$ cat src/rtl/prvp_spi_slave_pkg.sv
// Shared types and constants for the SPI target.
package prvp_spi_slave_pkg;

  typedef enum logic [2:0] {
    StIdle,
    StCmd,
    StWrData,
    StRdData,
    StSta,
    StIgnore
  } state_e;

  localparam logic [7:0] DEF_CMD_WR  = 8'h02;
  localparam logic [7:0] DEF_CMD_RD  = 8'h0B;
  localparam logic [7:0] DEF_CMD_STA = 8'h05;

  // Status byte bit positions
  localparam int unsigned STA_OVF = 1;
  localparam int unsigned STA_UDF = 0;

  // events_o bit positions
  localparam int unsigned EV_EOT = 0;
  localparam int unsigned EV_ERR = 1;

  function automatic logic [7:0] status_byte(input logic ovf, input logic udf);
    logic [7:0] b;
    b          = '0;
    b[STA_OVF] = ovf;
    b[STA_UDF] = udf;
    return b;
  endfunction

endpackage

$ cat src/rtl/prvp_spi_slave_sync.sv
// N-stage synchroniser with rise/fall detection on the synchronised value.
module prvp_spi_slave_sync #(
  parameter int unsigned STAGES    = 2,  // must be at least 2
  parameter logic        RESET_VAL = 1'b0
) (
  input  logic HCLK,
  input  logic HRESETn,
  input  logic d_i,
  output logic q_o,
  output logic rise_o,
  output logic fall_o
);

  logic [STAGES-1:0] sync_q;
  logic              prev_q;

  // Shift the asynchronous input through the chain; keep the previous sample for edge detect
  always_ff @(posedge HCLK or negedge HRESETn) begin
    if (!HRESETn) begin
      sync_q <= {STAGES{RESET_VAL}};
      prev_q <= RESET_VAL;
    end else begin
      sync_q <= {sync_q[STAGES-2:0], d_i};
      prev_q <= sync_q[STAGES-1];
    end
  end

  assign q_o    = sync_q[STAGES-1];
  assign rise_o = q_o & ~prev_q;
  assign fall_o = ~q_o & prev_q;

endmodule

$ cat src/rtl/prvp_spi_slave.sv
// SPI mode-0 target: 8-bit command then a stream of 32-bit words, oversampled in HCLK.
module prvp_spi_slave
  import prvp_spi_slave_pkg::*;
#(
  parameter int unsigned SYNC_STAGES = 2,
  parameter logic [7:0]  CMD_WR      = DEF_CMD_WR,
  parameter logic [7:0]  CMD_RD      = DEF_CMD_RD,
  parameter logic [7:0]  CMD_STA     = DEF_CMD_STA
) (
  input  logic        HCLK,
  input  logic        HRESETn,
  input  logic        spi_clk_i,
  input  logic        spi_csn_i,
  input  logic        spi_sdi_i,
  output logic        spi_sdo_o,
  output logic        spi_sdo_oe_o,
  output logic [31:0] rx_data_o,
  output logic        rx_valid_o,
  input  logic        rx_ready_i,
  input  logic [31:0] tx_data_i,
  input  logic        tx_valid_i,
  output logic        tx_ready_o,
  output logic [1:0]  events_o
);

  logic clk_rise, clk_fall, csn_s, csn_rise, sdi_s;
  logic unused_clk_q, unused_csn_fall, unused_sdi_rise, unused_sdi_fall;

  prvp_spi_slave_sync #(.STAGES(SYNC_STAGES), .RESET_VAL(1'b0)) u_sync_clk (
    .HCLK   (HCLK),
    .HRESETn(HRESETn),
    .d_i    (spi_clk_i),
    .q_o    (unused_clk_q),
    .rise_o (clk_rise),
    .fall_o (clk_fall)
  );

  // csn idles high, so its chain resets high to avoid a spurious select after reset
  prvp_spi_slave_sync #(.STAGES(SYNC_STAGES), .RESET_VAL(1'b1)) u_sync_csn (
    .HCLK   (HCLK),
    .HRESETn(HRESETn),
    .d_i    (spi_csn_i),
    .q_o    (csn_s),
    .rise_o (csn_rise),
    .fall_o (unused_csn_fall)
  );

  prvp_spi_slave_sync #(.STAGES(SYNC_STAGES), .RESET_VAL(1'b0)) u_sync_sdi (
    .HCLK   (HCLK),
    .HRESETn(HRESETn),
    .d_i    (spi_sdi_i),
    .q_o    (sdi_s),
    .rise_o (unused_sdi_rise),
    .fall_o (unused_sdi_fall)
  );

  state_e      state_q, state_d;
  logic [4:0]  bit_cnt_q;
  logic [30:0] rx_sh_q;
  logic [31:0] tx_sh_q;
  logic        sdo_q, sta_done_q;
  logic [31:0] rx_data_q;
  logic        rx_valid_q, ovf_q, udf_q;
  logic [1:0]  events_q;

  logic        fetch, load_sta, word_done;
  logic        last_cmd_bit, last_word_bit;
  logic [7:0]  cmd_byte;

  assign cmd_byte      = {rx_sh_q[6:0], sdi_s};
  assign last_cmd_bit  = (bit_cnt_q == 5'd7);
  assign last_word_bit = (bit_cnt_q == 5'd31);

  // State register
  always_ff @(posedge HCLK or negedge HRESETn) begin
    if (!HRESETn) begin
      state_q <= StIdle;
    end else begin
      state_q <= state_d;
    end
  end

  // Next state and per-cycle strobes; a csn rise overrides any coincident clock edge
  always_comb begin
    state_d   = state_q;
    fetch     = 1'b0;
    load_sta  = 1'b0;
    word_done = 1'b0;
    if (csn_rise) begin
      state_d = StIdle;
    end else begin
      unique case (state_q)
        StIdle: begin
          if (!csn_s) state_d = StCmd;
        end
        StCmd: begin
          if (clk_rise && last_cmd_bit) begin
            if (cmd_byte == CMD_WR) begin
              state_d = StWrData;
            end else if (cmd_byte == CMD_RD) begin
              state_d = StRdData;
              fetch   = 1'b1;
            end else if (cmd_byte == CMD_STA) begin
              state_d  = StSta;
              load_sta = 1'b1;
            end else begin
              state_d = StIgnore;
            end
          end
        end
        StWrData: word_done = clk_rise && last_word_bit;
        StRdData: fetch     = clk_rise && last_word_bit;
        StSta, StIgnore: begin
        end
        default: state_d = StIdle;
      endcase
    end
  end

  // Shift registers, counters, rx holding register, sticky flags and event pulses
  always_ff @(posedge HCLK or negedge HRESETn) begin
    if (!HRESETn) begin
      bit_cnt_q  <= '0;
      rx_sh_q    <= '0;
      tx_sh_q    <= '0;
      sdo_q      <= 1'b0;
      sta_done_q <= 1'b0;
      rx_data_q  <= '0;
      rx_valid_q <= 1'b0;
      ovf_q      <= 1'b0;
      udf_q      <= 1'b0;
      events_q   <= '0;
    end else begin
      events_q <= '0;
      if (rx_valid_q && rx_ready_i) rx_valid_q <= 1'b0;

      if (csn_rise) begin
        bit_cnt_q        <= '0;
        rx_sh_q          <= '0;
        tx_sh_q          <= '0;
        sdo_q            <= 1'b0;
        sta_done_q       <= 1'b0;
        events_q[EV_EOT] <= (state_q != StIdle);
        // Flags clear only once the host has seen the whole status byte
        if (sta_done_q) begin
          ovf_q <= 1'b0;
          udf_q <= 1'b0;
        end
      end else begin
        if (clk_rise) begin
          if (state_q == StCmd) begin
            rx_sh_q   <= {rx_sh_q[29:0], sdi_s};
            bit_cnt_q <= last_cmd_bit ? 5'd0 : bit_cnt_q + 5'd1;
          end
          if (state_q == StWrData) begin
            rx_sh_q   <= {rx_sh_q[29:0], sdi_s};
            bit_cnt_q <= bit_cnt_q + 5'd1;
          end
          if (state_q == StRdData) begin
            bit_cnt_q <= bit_cnt_q + 5'd1;
          end
          if (state_q == StSta && !sta_done_q) begin
            bit_cnt_q  <= last_cmd_bit ? 5'd0 : bit_cnt_q + 5'd1;
            sta_done_q <= last_cmd_bit;
          end
        end

        // Zeros shift in behind the data, so sdo reads 0 once the status byte is out
        if (clk_fall && (state_q == StRdData || state_q == StSta)) begin
          sdo_q   <= tx_sh_q[31];
          tx_sh_q <= {tx_sh_q[30:0], 1'b0};
        end

        if (load_sta) tx_sh_q <= {status_byte(ovf_q, udf_q), 24'h0};

        if (fetch) begin
          if (tx_valid_i) begin
            tx_sh_q <= tx_data_i;
          end else begin
            tx_sh_q          <= '0;
            udf_q            <= 1'b1;
            events_q[EV_ERR] <= 1'b1;
          end
        end

        if (word_done) begin
          if (rx_valid_q && !rx_ready_i) begin
            ovf_q            <= 1'b1;
            events_q[EV_ERR] <= 1'b1;
          end else begin
            rx_data_q  <= {rx_sh_q, sdi_s};
            rx_valid_q <= 1'b1;
          end
        end
      end
    end
  end

  assign spi_sdo_oe_o = (state_q == StRdData) || (state_q == StSta && !sta_done_q);
  assign spi_sdo_o    = spi_sdo_oe_o & sdo_q;
  assign tx_ready_o   = fetch & tx_valid_i;
  assign rx_data_o    = rx_data_q;
  assign rx_valid_o   = rx_valid_q;
  assign events_o     = events_q;

endmodule

$ cat config.mk
export PLATFORM = sky130hd
export DESIGN_NAME = prvp_spi_slave
export DESIGN_NICKNAME = d
export VERILOG_FILES = /design/src/rtl/prvp_spi_slave_pkg.sv /design/src/rtl/prvp_spi_slave_sync.sv /design/src/rtl/prvp_spi_slave.sv
export SDC_FILE = /design/constraint.sdc
export NUM_CORES = 1
export LEC_CHECK = 0
export CORE_MARGIN = 5
export CORE_UTILIZATION = 40
export CTS_CLUSTER_DIAMETER = 40
export DETAILED_ROUTE_END_ITERATION = 12
export PLACE_DENSITY = 0.71
export SLEW_MARGIN = 25
export SYNTH_ARGS = -nofsm -noshare
export SYNTH_HDL_FRONTEND = slang
export SYNTH_HIERARCHICAL = 1
export SYNTH_SLANG_ARGS = --single-unit
$ cat constraint.sdc
create_clock -name HCLK -period 2.88 [get_ports HCLK]
set_input_delay 0.288 -clock HCLK [delete_from_list [all_inputs] [get_ports HCLK]]
set_output_delay 0.288 -clock HCLK [all_outputs]
set_load 0.02 [all_outputs]
==> results of run 1 <==
[critical path, stage by stage (launching register included)]
cell             delay [ns]
dfrtp_1                0.55
nor3b_2                0.45
a21oi_1                0.22
nor2b_1                0.15
clkdlybuf4s50_1        0.61
[registers in the layout, summed over array words and instances, names as in the netlist, 2 cells and up]
name,count
bit_cnt_q,5
events_o,2
rx_data_o,32
rx_sh_q,31
state_q,3
tx_sh_q,32
u_sync_clk/sync_q,2
u_sync_csn/sync_q,2
u_sync_sdi/sync_q,2
[metrics by stage]
step | hold WS (ns) | utilization, % | total power [W] | std cells | setup slack [ns]
final | 0.2893 | 53.27 | 0.004114 | 713 | 0.1923
after global routing | 0.2691 | 53.27 | 0.004278 | 713 | 0.05772
after detailed placement | 0.3250 | 48.57 | 0.002085 | 680 | 0.3340
after global placement | 0.3054 | 48.57 | 0.002070 | 680 | 0.4061
after floorplan | -0.007591 | - | 0.001939 | 450 | 0.7179
after CTS | 0.2734 | 53.24 | 0.004150 | 713 | 0.05408
[what timing repair did]
| item | CTS | global route |
|---|---|---|
| endpoints found under the hold margin | 39 | 0 |
| hold buffers | 1 | 0 |
| setup endpoints to repair | 0 | 1 |
| resized for setup | 0 | 2 |
[power by group]
part           switching (W)  leakage (nW)  internal [W]  total (W)
sequential         0.0000658          1.61       0.00171    0.00178
clock               0.000738         0.285       0.00131    0.00205
combinational       0.000161          1.15      0.000124   0.000285
total               0.000965          3.04       0.00315    0.00411
[layer usage]
layer	wire length, um	global-route usage (%)	share of wire (%)
met1	5422	20.92	47
met4	110	5.029	0.94
met2	5733	24.97	49
met3	388	3.902	3.3
met5	0	0	0
[worst max-delay path by stage]
stage	start	slack, ns	endpoint	cells after the start
final	state_q[1]$_DFFE_PN0P_	0.19	spi_sdo_o	4
after global routing	state_q[1]$_DFFE_PN0P_	0.06	spi_sdo_o	4
after CTS	u_sync_clk/sync_q[1]$_DFF_PN0_	0.05	tx_ready_o	5
after detailed placement	u_sync_clk/sync_q[1]$_DFF_PN0_	0.33	rx_data_o[1]$_DFFE_PN0P_	6
after global placement	u_sync_clk/sync_q[1]$_DFF_PN0_	0.41	rx_data_o[1]$_DFFE_PN0P_	6
after floorplan	bit_cnt_q[0]$_DFFE_PN0P_	0.72	rx_data_o[10]$_DFFE_PN0P_	9
[cell usage in the layout (no fill, tap or decap), drive strengths merged, types with 4 or more instances in the layout]
master	n
clkinv	7
mux2i	7
o21ai	46
nand2	79
a22o	4
buf	14
nand3	6
clkdlybuf4s50	74
dfrtp	115
clkbuf	19
inv	4
o2bb2ai	22
a21oi	6
a32oi	23
a211oi	5
nor2	14
nand2b	4
mux2	32
[layout make-up]
class / count / area share [%]
clock inverter: 13 / 1.920
timing repair buffer: 90 / 13.00
sequential: 118 / 43.62
tap: 172 / 3.175
inverter: 3 / 0.1661
multi-input combinational: 298 / 31.44
clock buffer: 19 / 6.683
==> results.py, run 1 <==
metrics = {
    "run_status": {
        "run_status": "finished, final reports clean",
    },
    "drt": {
        "vias_per_cell": 5.337,
        "drc": 0,
        "num_vias": 3805,
        "ant_nets": 0,
        "first_iter_violations": 304,
        "drt-total-wl_mm": 11.65,
        "drtPass1Iterations": 4,
        "route.detailed.wl_per_inst_um": 16.35,
    },
    "clock_network": {
        "cts_num_sinks": 118,
        "cts_tree": "yes",
        "insertion_delay_ns": 0.40,
        "path_clk_slew_ns": 0.05,
        "cts-root-buf": "clkbuf_16",
        "h-tree-depth": 4,
        "cts_buffers": 17,
        "post_cts_buffers": 0,
        "clk_path_buf_depth": 2,
    },
    "worst_setup_path": {
        "r2r_start": "bit_cnt_q[0]$_DFFE_PN0P_",
        "crit_arrival_ns": 2.40,
        "cp-start-kind": "flop",
        "criticalPathCategory": "flop to output pin",
        "crit_path_end_kind": "output pin",
        "r2r_cells": 7,
        "required_ns": 2.59,
        "rrSetupSlack_ns": 0.32,
        "crit_fanout": 16,
        "timing.rr.end": "rx_data_o[1]$_DFFE_PN0P_",
    },
    "power_and_ir_drop": {
        "powerDensity_nw_per_um2": 607.0,
        "leakagePower_nw": 3.039,
        "max-vdd-ir-drop_v": 0.0002975,
    },
    "placed_design": {
        "hpwlAfterDp_mm": 7.745,
        "place_congestion": 0.8080,
        "placed_cell_area_um2": 6180,
        "portBuffers": 76,
    },
    "cells_and_area": {
        "multi_input_area_um2": 2131,
        "drive_gt1_share_pct": 17.74,
        "fillers": 1104,
        "diodes": 0,
        "fin_area_um2": 6778,
        "nets": 569,
        "ff_latch_area_um2": 2957,
        "area_delta_synth_final_pct": 29.38,
    },
    "sta": {
        "fmax_mhz": 372.1,
        "post-route-period-util_pct": 93.32,
        "rsz0062_at_grt": "false",
        "setup_viol": 0,
        "min_period_ns": 2.688,
        "finalHoldViolations": 0,
        "tns_ns": 0,
        "fin_worst_skew_ns": 0.007790,
        "drv_slew": 0,
        "worst_slew_pin_slew_ns": 0.6288,
        "slew_headroom_pct": 58.08,
    },
    "grt": {
        "antenna_found_initial": 0,
        "grt_overflow_total": 0,
        "grt_pass1_vias": 3955,
        "grt_pass1_wl_mm": 20.04,
        "grt_use_total_pct": 15.62,
        "grt_max_degree": 77,
    },
    "synthesis": {
        "ys_warn_count": 6,
        "avgSynthCellArea_um2": 11.64,
        "synth_cells": 450,
        "syn-cell-area_um2": 5239,
        "synth_fp_nets": 491,
    },
    "job": {
        "max_cap_violations": 0,
    },
    "floorplanning": {
        "core-area_um2": 12720,
        "num_io_pins": 77,
        "die_h_um": 124.4,
        "die-area_um2": 15490,
        "die_x_um": 124.4,
        "start_util_pct": 41.18,
        "rows": 41,
    },
    "hold_path": {
        "worstHoldPathCells": 1,
        "hp-start": "spi_csn_i",
        "hp-class": "primary input to flop",
        "hold_end": "u_sync_csn/sync_q[0]$_DFF_PN1_",
    },
}
No activity file was read; power rests on OpenSTA's default activity.
==> inputs of run 2 (changes only) <==
- clock period: 2.88 -> 3.1 ns (I/O delays scaled with it)
==> results.py, run 2 (synthesis results as in run 1) <==
metrics = {
    "run_status": {
        "run_status": "finished, final reports clean",
    },
    "placed_design": {
        "portBuffers": 76,
        "hpwlAfterDp_mm": 7.502,
        "place_congestion": 0.7869,
        "placed_cells": 675,
    },
    "worst_setup_path": {
        "crit_fanout": 8,
        "crit_arrival_ns": 2.59,
        "cp-start-kind": "flop",
        "required_ns": 2.79,
        "crit_path_end_kind": "output pin",
        "r2r_cells": 6,
        "r2r_start": "u_sync_clk/sync_q[1]$_DFF_PN0_",
        "timing.rr.end": "rx_data_o[1]$_DFFE_PN0P_",
        "rrSetupSlack_ns": 0.56,
        "criticalPathCategory": "flop to output pin",
    },
    "cells_and_area": {
        "final_cell_mix": "dfrtp_1 (115), nand2_1 (79), clkdlybuf4s50_1 (75)",
        "drive_gt1_share_pct": 15.86,
        "area_delta_synth_final_pct": 29.02,
        "fillers": 1110,
        "final-instance-count-excl-fill": 708,
        "nets": 564,
        "diodes": 0,
        "final_common_cell": "dfrtp_1",
        "final_core_util_pct": 53.13,
    },
    "grt": {
        "use_met1_pct": 20.60,
        "grt_use_total_pct": 15.35,
        "grt_pass1_vias": 3883,
        "use_met3_pct": 4.202,
        "met2_usage_pct": 23.60,
        "grt_overflow_total": 0,
        "grt_max_degree": 95,
        "grt_pass1_wl_mm": 19.59,
        "grt-busiest-layer": "met2",
        "antenna_found_initial": 0,
    },
    "drt": {
        "vias_per_cell": 5.267,
        "ant_nets": 0,
        "first_iter_violations": 294,
        "drtPass1Iterations": 4,
        "drc": 0,
        "num_vias": 3729,
        "drt-total-wl_mm": 11.56,
        "route.detailed.wl_per_inst_um": 16.33,
    },
    "clock_network": {
        "insertion_delay_ns": 0.41,
        "cts_buffers": 17,
        "cts-root-buf": "clkbuf_16",
        "post_cts_buffers": 0,
        "path_clk_slew_ns": 0.05,
        "cts_num_sinks": 118,
        "cts_tree": "yes",
        "clk_path_buf_depth": 2,
        "h-tree-depth": 4,
    },
    "floorplanning": {
        "rows": 41,
        "start_util_pct": 41.18,
        "die-area_um2": 15490,
        "die_h_um": 124.4,
        "num_io_pins": 77,
        "die_x_um": 124.4,
        "core-area_um2": 12720,
    },
    "hold_path": {
        "hp-class": "primary input to flop",
        "worstHoldPathCells": 1,
        "hp-start": "spi_csn_i",
        "hold_end": "u_sync_csn/sync_q[0]$_DFF_PN1_",
    },
    "sta": {
        "tns_ns": 0,
        "holdWs_ns": 0.3017,
        "setup_viol": 0,
        "slew_headroom_pct": 52.10,
        "post-route-period-util_pct": 93.40,
        "min_period_ns": 2.895,
        "fin_worst_skew_ns": 0.007905,
        "finalHoldViolations": 0,
        "worst_slew_pin_slew_ns": 0.7168,
        "fmax_mhz": 345.4,
        "rsz0062_at_grt": "false",
        "drv_slew": 0,
    },
    "power_and_ir_drop": {
        "leakagePower_nw": 3.011,
        "max-vdd-ir-drop_v": 0.0004033,
        "powerDensity_nw_per_um2": 574.4,
        "finalPower_w": 0.003882,
    },
    "job": {
        "max_cap_violations": 0,
    },
}
==> run 2: cell count changes in the layout (fill, tap and decap cells not counted), sizes merged <==
cell	before	now
clkinvlp	3	0
clkinv	7	5
buf	14	9
clkbuf	19	24
inv	4	3
dlymetal6s2s	1	0
bufinv	2	3
clkdlybuf4s50	74	75
==> run 2: cell type report <==
type / instances / area (um^2) / share of cell area [%]
inverters: 3 / 11.26 / 0.1666
well taps: 172 / 215.2 / 3.184
repair buffers: 85 / 853.3 / 12.62
multi-input cells: 298 / 2128 / 31.49
flip-flops and latches: 118 / 2957 / 43.74
clock inverters: 8 / 122.6 / 1.814
clock buffers: 24 / 471.7 / 6.979
==> run 2: timing repair <==
action	4_1_cts	5_1_grt
hold endpoints to repair	24	0
resized for setup	0	0
hold buffers	1	0
==> run 2: how the worst max path moves through the flow <==
| stage | end | slack (ns) | start | depth (start not counted) |
|---|---|---|---|---|
| 2_1_floorplan | rx_data_o[10]$_DFFE_PN0P_ | 0.94 | bit_cnt_q[0]$_DFFE_PN0P_ | 9 |
| 3_3_place_gp | rx_data_o[1]$_DFFE_PN0P_ | 0.65 | u_sync_clk/sync_q[1]$_DFF_PN0_ | 6 |
| 3_5_place_dp | rx_data_o[0]$_DFFE_PN0P_ | 0.57 | u_sync_clk/sync_q[1]$_DFF_PN0_ | 6 |
| 4_1_cts | tx_ready_o | 0.17 | u_sync_clk/sync_q[1]$_DFF_PN0_ | 5 |
| 5_1_grt | tx_ready_o | 0.06 | u_sync_clk/sync_q[1]$_DFF_PN0_ | 5 |
| 6_report | tx_ready_o | 0.20 | u_sync_clk/sync_q[1]$_DFF_PN0_ | 5 |
==> run 2: routing by layer <==
layer	vias up	routed length, um
met5	-	0
met1	1856	5365
met4	0	149
li1	1786	-
met3	12	415
met2	75	5628
==> run 2: through the flow <==
stage	area (um^2)	setup WS (ns)
final	6759	0.2047
after global routing	6759	0.05547
after CTS	6759	0.1678
after detailed placement	6155	0.5712
after global placement	6155	0.6512
after floorplan	5239	0.9379
==> run 2: where the power goes <==
part	switching [W]	internal, W
logic	0.000147	0.000115
registers	0.0000607	0.00159
clock network	0.000664	0.00130
total	0.000872	0.00301
==> run 2: worst max-delay path, stage by stage, from the launching register on <==
cell and delay [ns]:
dfrtp_1 0.34, nor2b_1 0.39, and2b_2 0.27, nand4_1 0.26, a21oi_2 0.28, clkdlybuf4s50_1 0.63
==> inputs of run 3 (changes only) <==
- CORE_UTILIZATION: 40 -> 31
- PLACE_DENSITY: 0.71 -> 0.59
==> results.py, run 3 (synthesis results as in run 1) <==
metrics = {
    "placed_design": {
        "place_congestion": 0.8102,
        "portBuffers": 76,
        "place_ws_ns": 0.5568,
        "hpwlAfterDp_mm": 7.987,
    },
    "cells_and_area": {
        "area_delta_synth_final_pct": 31.62,
        "final_cell_mix": "dfrtp_1 (115), nand2_1 (79), clkdlybuf4s50_1 (75)",
        "drive_gt1_share_pct": 16.95,
        "final_common_cell": "dfrtp_1",
        "nets": 565,
        "diodes": 0,
    },
    "clock_network": {
        "insertion_delay_ns": 0.41,
        "cts_tree": "yes",
        "path_clk_slew_ns": 0.06,
        "clk_path_buf_depth": 2,
        "cts_buffers": 17,
        "post_cts_resized": 0,
        "h-tree-depth": 4,
        "cts_hold_buf": 0,
        "cts_num_sinks": 118,
        "post_cts_buffers": 0,
        "cts-root-buf": "clkbuf_16",
    },
    "grt": {
        "grt_use_total_pct": 12.76,
        "antenna_found_initial": 0,
        "grt_max_degree": 119,
        "grt_pass1_vias": 3865,
        "grt_pass1_wl_mm": 20.04,
        "grt_overflow_total": 0,
    },
    "drt": {
        "ant_nets": 0,
        "first_iter_violations": 189,
        "vias_per_cell": 4.859,
        "drt-total-wl_mm": 12.11,
        "route.detailed.wl_per_inst_um": 15.99,
        "drtPass1Iterations": 4,
        "num_vias": 3678,
        "drc": 0,
    },
    "power_and_ir_drop": {
        "pwr-share-comb_pct": 6.2,
        "powerDensity_nw_per_um2": 602.8,
        "leakagePower_nw": 3.040,
        "switching_share_pct": 21.73,
        "p_seq_share_pct": 39.7,
        "clkPwrFrac_pct": 54.0,
        "finalPower_w": 0.004156,
        "max-vdd-ir-drop_v": 0.0003901,
        "p_sw_w": 0.0009031,
        "internal-power_w": 0.003253,
    },
    "sta": {
        "tns_ns": 0,
        "slew_headroom_pct": 53.90,
        "min_period_ns": 2.865,
        "drv_slew": 0,
        "setup_ws_ns": 0.2354,
        "worst_slew_pin_slew_ns": 0.6898,
        "rsz0062_at_grt": "false",
        "setup_viol": 0,
        "finalHoldViolations": 17,
        "post-route-period-util_pct": 92.41,
        "holdWs_ns": -0.01988,
        "fmax_mhz": 349.1,
        "fin_worst_skew_ns": 0.01010,
    },
    "floorplanning": {
        "num_io_pins": 77,
        "core-area_um2": 16580,
        "die_h_um": 140.0,
        "die-area_um2": 19600,
        "die_x_um": 140.0,
        "rows": 47,
        "start_util_pct": 31.59,
    },
    "hold_path": {
        "hp-class": "primary input to asynchronous set/reset pin",
    },
    "worst_setup_path": {
        "cp_cell_sequence": "nor4_2 -> nand4_1 -> a21oi_2 -> clkdlybuf4s50_1",
        "max_stage_delay_ns": 0.64,
        "crit_path_end_kind": "output pin",
        "criticalPathCategory": "flop to output pin",
        "cp-start-kind": "flop",
        "critPathTopFamily": "simple AND/OR/NAND/NOR gates",
        "critical_path_buf_inv_count": 1,
        "crit_arrival_ns": 2.55,
        "required_ns": 2.79,
        "crit_fanout": 5,
        "cpMaxStageDelayCell": "clkdlybuf4s50_1",
    },
    "run_status": {
        "violations": "hold timing",
        "run_status": "finished with violations",
    },
    "job": {
        "max_cap_violations": 0,
    },
}
## run 3: path summary, 6_finish.rpt
path / slack, ns / cells after the start / start / endpoint
max in group asynchronous: 2.66 / 2 / HRESETn / tx_sh_q[27]$_DFFE_PN0P_
min in group HCLK: 0.30 / 1 / spi_csn_i / u_sync_csn/sync_q[0]$_DFF_PN1_
hold reg to reg: 0.35 / 0 / u_sync_sdi/sync_q[0]$_DFF_PN0_ / u_sync_sdi/sync_q[1]$_DFF_PN0_
setup / recovery: 0.24 / 4 / rx_sh_q[3]$_DFFE_PN0P_ / tx_ready_o
hold / removal: -0.02 / 2 / HRESETn / rx_data_o[20]$_DFFE_PN0P_
setup reg to reg: 0.57 / 6 / u_sync_clk/sync_q[1]$_DFF_PN0_ / rx_data_o[0]$_DFFE_PN0P_
## run 3: per-stage QoR
step	util, %	hold WS (ns)	instances	area (um^2)
after detailed placement	37.49	0.3372	725	6217
after CTS	41.58	0.005093	757	6895
after global routing	41.58	0.02051	757	6895
after floorplan	-	0.01441	450	5239
after global placement	37.49	0.3335	725	6217
final	41.58	-0.01988	757	6895
## run 3: metal layers
metal / track usage (%) / vias to the layer above / routed length (um)
met5: 0 / - / 0
met4: 5.456 / 0 / 231
met3: 4.294 / 18 / 536
met2: 19.09 / 72 / 5579
met1: 16.94 / 1795 / 5760
li1: - / 1793 / -
## run 3: layout make-up
| cell class | count | area [um^2] |
|---|---|---|
| inverters | 3 | 11.26 |
| clock buffers | 20 | 456.7 |
| well taps | 220 | 275.3 |
| fillers | 1588 | 9688 |
| multi-input cells | 298 | 2128 |
| flip-flops and latches | 118 | 2957 |
| repair buffers | 86 | 845.8 |
| clock inverters | 12 | 221.5 |
## run 3: power by group through the flow
stage	clock (W)	combinational, W	sequential (W)
floorplan	0	0.000148	0.00165
detailed placement	0	0.000263	0.00168
global route	0.00237	0.000296	0.00166
finish	0.00225	0.000259	0.00165
global placement	0	0.000256	0.00167
CTS	0.00230	0.000265	0.00165
